File: config.mk
export PLATFORM = sky130hd
export DESIGN_NAME = column_alu
export DESIGN_NICKNAME = d
export VERILOG_FILES = /design/src/rtl/column_alu.sv
export SDC_FILE = /design/constraint.sdc
export NUM_CORES = 2
export LEC_CHECK = 0
export ABC_CLOCK_PERIOD_IN_PS = 10800
export BUFFER_PORTS_ARGS = -buffer_cell sky130_fd_sc_hd__buf_2
export CAP_MARGIN = 10
export CORE_MARGIN = 3
export CORE_UTILIZATION = 62
export CTS_CLUSTER_SIZE = 16
export DETAILED_ROUTE_END_ITERATION = 7
export MAX_ROUTING_LAYER = met4
export PLACE_DENSITY = 0.76
export REMOVE_ABC_BUFFERS = 1
export SETUP_SLACK_MARGIN = 0.3
export SLEW_MARGIN = 20
export SYNTH_ARGS = -nofsm -noshare
export SYNTH_HDL_FRONTEND = slang
export SYNTH_SLANG_ARGS = --single-unit
File: constraint.sdc
create_clock -name clk -period 10.8 [get_ports clk]
set_input_delay 1.08 -clock clk [delete_from_list [all_inputs] [get_ports clk]]
set_output_delay 1.08 -clock clk [all_outputs]
set_load 0.02 [all_outputs]
File: src/rtl/column_alu.sv
// column_alu: signed element-wise ALU with a SUM column reduction. COLUMN_ALU_SAT_EN selects clamping instead of wrapping.
// Latency: a beat accepted at edge N is presented after edge N+2. Throughput is one beat per cycle.
// Backpressure: the whole pipeline holds while out_valid && !out_ready. in_ready = enable && advance.
module column_alu #(
  parameter int WIDTH = 32,
  parameter int CMD_W = 4,
  parameter int ACC_W = WIDTH + 16
) (
  input  logic             clk,
  input  logic             reset,
  input  logic             enable,
  input  logic             in_valid,
  output logic             in_ready,
  input  logic [WIDTH-1:0] in1,
  input  logic [WIDTH-1:0] in2,
  input  logic [CMD_W-1:0] cmd,
  input  logic             in_last,
  output logic             out_valid,
  input  logic             out_ready,
  output logic [WIDTH-1:0] out,
  output logic             out_ovf,
  output logic             out_err
);
  localparam int FW = 2 * WIDTH;
  localparam logic [CMD_W-1:0] OP_NOOP = CMD_W'(0);
  localparam logic [CMD_W-1:0] OP_ADD  = CMD_W'(1);
  localparam logic [CMD_W-1:0] OP_SUB  = CMD_W'(2);
  localparam logic [CMD_W-1:0] OP_MUL  = CMD_W'(3);
  localparam logic [CMD_W-1:0] OP_MIN  = CMD_W'(4);
  localparam logic [CMD_W-1:0] OP_MAX  = CMD_W'(5);
  localparam logic [CMD_W-1:0] OP_EQ   = CMD_W'(6);
  localparam logic [CMD_W-1:0] OP_GT   = CMD_W'(7);
  localparam logic [CMD_W-1:0] OP_SUM  = CMD_W'(8);

  logic w_adv, w_take;
  assign w_adv    = out_ready || !out_valid;
  assign in_ready = enable && w_adv;
  assign w_take   = in_valid && in_ready;

  logic                    r_s1_vld, r_s1_last;
  logic [CMD_W-1:0]        r_s1_cmd;
  logic signed [WIDTH-1:0] r_s1_a, r_s1_b;

  always_ff @(posedge clk or posedge reset) begin
    if (reset) begin
      r_s1_vld  <= 1'b0;
      r_s1_last <= 1'b0;
      r_s1_cmd  <= '0;
      r_s1_a    <= '0;
      r_s1_b    <= '0;
    end else if (w_adv) begin
      r_s1_vld <= w_take;
      if (w_take) begin
        r_s1_cmd  <= cmd;
        r_s1_a    <= in1;
        r_s1_b    <= in2;
        r_s1_last <= in_last;
      end
    end
  end

  // Full-precision result at 2*WIDTH: every legal op fits without loss.
  logic signed [FW-1:0] w_a_x, w_b_x, w_full;
  assign w_a_x = FW'(r_s1_a);
  assign w_b_x = FW'(r_s1_b);

  always_comb begin
    w_full = '0;
    case (r_s1_cmd)
      OP_NOOP, OP_SUM: w_full = w_a_x;
      OP_ADD:          w_full = w_a_x + w_b_x;
      OP_SUB:          w_full = w_a_x - w_b_x;
      OP_MUL:          w_full = w_a_x * w_b_x;
      OP_MIN:          w_full = (w_a_x < w_b_x) ? w_a_x : w_b_x;
      OP_MAX:          w_full = (w_a_x > w_b_x) ? w_a_x : w_b_x;
      OP_EQ:           w_full = FW'(w_a_x == w_b_x);
      OP_GT:           w_full = FW'(w_a_x > w_b_x);
      default:         w_full = '0;
    endcase
  end

  logic                 r_s2_vld, r_s2_last;
  logic [CMD_W-1:0]     r_s2_cmd;
  logic signed [FW-1:0] r_s2_full;

  always_ff @(posedge clk or posedge reset) begin
    if (reset) begin
      r_s2_vld  <= 1'b0;
      r_s2_last <= 1'b0;
      r_s2_cmd  <= '0;
      r_s2_full <= '0;
    end else if (w_adv) begin
      r_s2_vld  <= r_s1_vld;
      r_s2_cmd  <= r_s1_cmd;
      r_s2_last <= r_s1_last;
      r_s2_full <= w_full;
    end
  end

  logic                    r_sum_active;
  logic signed [ACC_W-1:0] r_acc;
  logic                    w_is_sum, w_is_arith, w_s2_err, w_emit;
  logic                    w_full_fit, w_sum_fit, w_ovf;
  logic signed [WIDTH-1:0] w_s2_lo, w_res;
  logic signed [ACC_W-1:0] w_acc_base, w_acc_sum;
  logic [FW-WIDTH:0]       w_full_hi;
  logic [ACC_W-WIDTH:0]    w_sum_hi;

  assign w_is_sum   = (r_s2_cmd == OP_SUM);
  assign w_is_arith = (r_s2_cmd == OP_ADD) || (r_s2_cmd == OP_SUB) || (r_s2_cmd == OP_MUL);
  assign w_s2_err   = (r_s2_cmd > OP_SUM);
  assign w_emit     = r_s2_vld && !(w_is_sum && !r_s2_last);
  assign w_s2_lo    = r_s2_full[WIDTH-1:0];
  assign w_acc_base = r_sum_active ? r_acc : '0;
  assign w_acc_sum  = w_acc_base + ACC_W'(w_s2_lo);
  // A value fits WIDTH signed bits when everything above the sign bit copies it.
  assign w_full_hi  = r_s2_full[FW-1:WIDTH-1];
  assign w_sum_hi   = w_acc_sum[ACC_W-1:WIDTH-1];
  assign w_full_fit = (&w_full_hi) || !(|w_full_hi);
  assign w_sum_fit  = (&w_sum_hi) || !(|w_sum_hi);

`ifdef COLUMN_ALU_SAT_EN
  logic w_neg;
  assign w_neg = w_is_sum ? w_acc_sum[ACC_W-1] : r_s2_full[FW-1];
`endif

  always_comb begin
    w_res = w_s2_lo;
    w_ovf = 1'b0;
    if (w_is_sum) begin
      w_res = w_acc_sum[WIDTH-1:0];
      w_ovf = !w_sum_fit;
    end else if (w_is_arith) begin
      w_ovf = !w_full_fit;
    end
`ifdef COLUMN_ALU_SAT_EN
    if (w_ovf) w_res = w_neg ? {1'b1, {(WIDTH-1){1'b0}}} : {1'b0, {(WIDTH-1){1'b1}}};
`endif
  end

  always_ff @(posedge clk or posedge reset) begin
    if (reset) begin
      out_valid    <= 1'b0;
      out          <= '0;
      out_ovf      <= 1'b0;
      out_err      <= 1'b0;
      r_acc        <= '0;
      r_sum_active <= 1'b0;
    end else if (w_adv) begin
      out_valid <= w_emit;
      if (w_emit) begin
        out     <= w_res;
        out_ovf <= w_ovf;
        out_err <= w_s2_err;
      end
      if (r_s2_vld && w_is_sum) begin
        r_acc        <= r_s2_last ? '0 : w_acc_sum;
        r_sum_active <= !r_s2_last;
      end
    end
  end
endmodule

==> summary.txt <==
Status
  – Outcome: finished clean

Global route
  – Antenna violations before repair: 0
  – First-pass GRT wire length: 261.6 mm
  – Total Routing Usage GR: 0.3957
  – Grt ovf: 0
  – Largest net degree at the start of global routing: 87
  – Vias in the first global route: 44740

Clocking
  – CTS tree: yes
  – TritonCTS buffer count: 30
  – Clk buf depth: 3
  – Clock slew at reported path FFs: 0.06 ns
  – PostCTS Resize Cnt: 0
  – CTS Hold Bufs: 0
  – Clk root buf: clkbuf_16
  – Htree depth: 1
  – Clock sink count: 224
  – Clock latency on the worst-skew pair: 0.65 ns
  – Post-CTS setup buffers: 0

Setup path
  – Crit-path max FO: 24
  – Crit Path Class: reg2reg
  – Max incr delay on CP: 1.15 ns
  – Worst Setup End Kind: flip-flop
  – Setup crit start kind: flip-flop
  – Arrival time worst endpoint: 9.94 ns
  – Critical path's slowest cell: dfrtp_1
  – Critical path buffers and inverters: 4
  – Cell mode on critical path: fa_1
  – Delay-heaviest family, CP: adder cells
  – CP Data Required Time: 11.30 ns

Finish
  – Commonest non-fill, non-tap cell in the layout: fa_1
  – Most frequent cells in the layout: fa_1 (1085), inv_1 (1035), nand2_1 (701)
  – Multi-input gate area: 41710 µm²
  – Register area: 5607 µm²
  – Non-filler cells, final: 6801
  – Nets: 7098
  – Layout area overhead: 4.846%
  – N_diodes: 0
  – Layout cells sized above 1: 0.06688
  – FILL cells: 6910

Routing
  – M1 wire length: 62.67 mm
  – Via-per-instance ratio: 6.122
  – Total number of vias: 41640
  – Drt total wl: 164.5 mm
  – Routed length on met3: 14.44 mm
  – Met2 WL post-DR: 76.18 mm
  – DRC: 0
  – Top routing layer in use: met4
  – Detail Route Antenna Nets: 0
  – Avg WL per Cell: 24.19 µm
  – DRT iter0 DRCs: 3529
  – Drt pass-1 iters: 6

Synthesis
  – Primary FF master, synth: dfrtp_1
  – Synth cell types: 87
  – Post-synthesis register bit count: 224
  – Number of synthesized flops with an enable pin: 0
  – Avg Cell Area, Syn: 9.122 µm²
  – Seq/Total Area, Yosys: 0.1068
  – Async S/R FF share, synth: 1.000
  – Mapped Cells: 5754
  – Synth warn: 0
  – Netlist Area Pre-Place: 52490 µm²

Timing
  – Final setup fails: 0
  – Skew final: 0.05137 ns
  – Min Tclk post-route: 9.444 ns
  – Hold Vio Cnt, Final: 0
  – Post-route setup slack: 1.356 ns
  – Actual slew at the worst max-slew pin: 1.208 ns
  – Max frequency: 105.9 MHz
  – Final Max Tran Viols: 0
  – Relative slew margins: 0.1949
  – Crit share post-route: 0.8744
  – Setup TNS: 0 ns
  – RSZ-0062 raised after global routing: false

Die
  – # IOs: 110
  – Core box area: 83820 µm²
  – Die footprint: 88190 µm²
  – Cell Rows: 106
  – Initial core utilization: 0.6262
  – Die height: 297.0 µm
  – Die width: 297.0 µm

Placed design
  – Total placed cells including tap cells: 6744
  – Placer Congestion: 1.011
  – # port buffers: 109
  – Final HPWL DP: 128.3 mm
  – Placement Setup Slack: 1.498 ns

Hold path
  – Worst Hold Class: reg2reg

Run
  – Max-capacitance violation count: 0
-- through the flow --
step           hold slack, ns  utilization  area [µm²]
2_1_floorplan          0.4402            -       51140
3_3_place_gp           0.4551       0.6438       53970
3_5_place_dp           0.4635       0.6438       53970
4_1_cts                0.4775       0.6563       55010
5_1_grt                0.4987       0.6566       55030
6_report               0.4719       0.6566       55030
-- metal layers --
metal | GRT usage | up-vias
li1 | - | 17740
met1 | 0.5023 | 21180
met2 | 0.6177 | 2133
met3 | 0.06476 | 581
met4 | 0.2056 | 0
met5 | - | -
-- final timing paths --
kind                                 start            end  slack, ns  depth (start not counted)
worst max-delay path            r_s1_a[16]  r_s2_full[56]       1.36                         26
worst max register to register  r_s1_a[16]  r_s2_full[56]       1.36                         26
worst min-delay path               out[14]        out[14]       0.47                          2
max in group asynchronous            reset     r_s1_b[16]       7.87                          4
worst min register to register     out[14]        out[14]       0.47                          2
min in group asynchronous            reset       r_s1_vld       0.52                          2
-- cell type report --
cell class,instances,share of cell area
Multi-Input combinational cell,4136,0.7579
Inverter,1038,0.07093
Timing Repair Buffer,213,0.02455
Clock buffer,35,0.01435
Sequential cell,224,0.1019
Clock inverter,21,0.004593
Tap cell,1134,0.02578
-- sequential cells by signal (all words and copies together), names as in the netlist --
signal,cells
out,32
out_err,1
out_ovf,1
out_valid,1
r_acc,48
r_s1_a,32
r_s1_b,32
r_s1_cmd,4
r_s1_last,1
r_s1_vld,1
r_s2_cmd,4
r_s2_full,64
r_s2_last,1
r_s2_vld,1
r_sum_active,1
-- cells in the mapped netlist (all sizes together), types with 7 or more instances --
master,number,area share
fa,1085,0.41
inv,1037,0.074
nand2,702,0.050
and2,527,0.063
clkbuf,333,0.024
ha,296,0.071
a21oi,245,0.023
dfrtp,224,0.11
nor2,205,0.015
o21ai,165,0.016
xnor2,83,0.014
a21o,82,0.012
mux2,70,0.015
a221o,58,0.011
a22o,42,0.0070
mux2i,39,0.0074
nor3,39,0.0039
nand3,37,0.0035
xor2,37,0.0062
o21bai,34,0.0049
nand4,31,0.0037
nand2b,28,0.0033
buf,23,0.0019
a31oi,22,0.0026
nor4,21,0.0026
o211ai,21,0.0030
a221oi,19,0.0032
a211oi,18,0.0029
o21a,18,0.0026
a222oi,17,0.0032
and3,16,0.0019
o221ai,16,0.0028
nor2b,15,0.0018
o31ai,15,0.0022
o22ai,11,0.0013
or2,11,0.0013
a21boi,9,0.0013
a22oi,9,0.0013
or3,9,0.0011
a31o,8,0.0013
o2111ai,7,0.0012
-- cells by family (layout without fill, tap and decap cells) --
logic type,count (synthesis),after routing,share of synthesized area
buf+inv,1394,1307,0.09993
mux,109,109,0.02245
simple gates,1662,1662,0.1543
fa+ha+maj,1381,1381,0.4844
compound gates,864,864,0.1121
xor+xnor,120,120,0.02002
flops,224,224,0.1068
-- worst reg2reg max path, delay by kind of cell, from the launching register on --
kind                       cells  cell delay (ns)
muxes                          1             0.20
DFF                            1             1.15
buffers and inverters          4             0.54
and+or+nand+nor                4             0.59
adders and majority gates      9             4.42
AOI/OAI and AO/OA              8             2.45
Power is left out: the tool's default activity adds up to more than one toggle a clock period on the data nets, which glitch-free logic cannot reach.
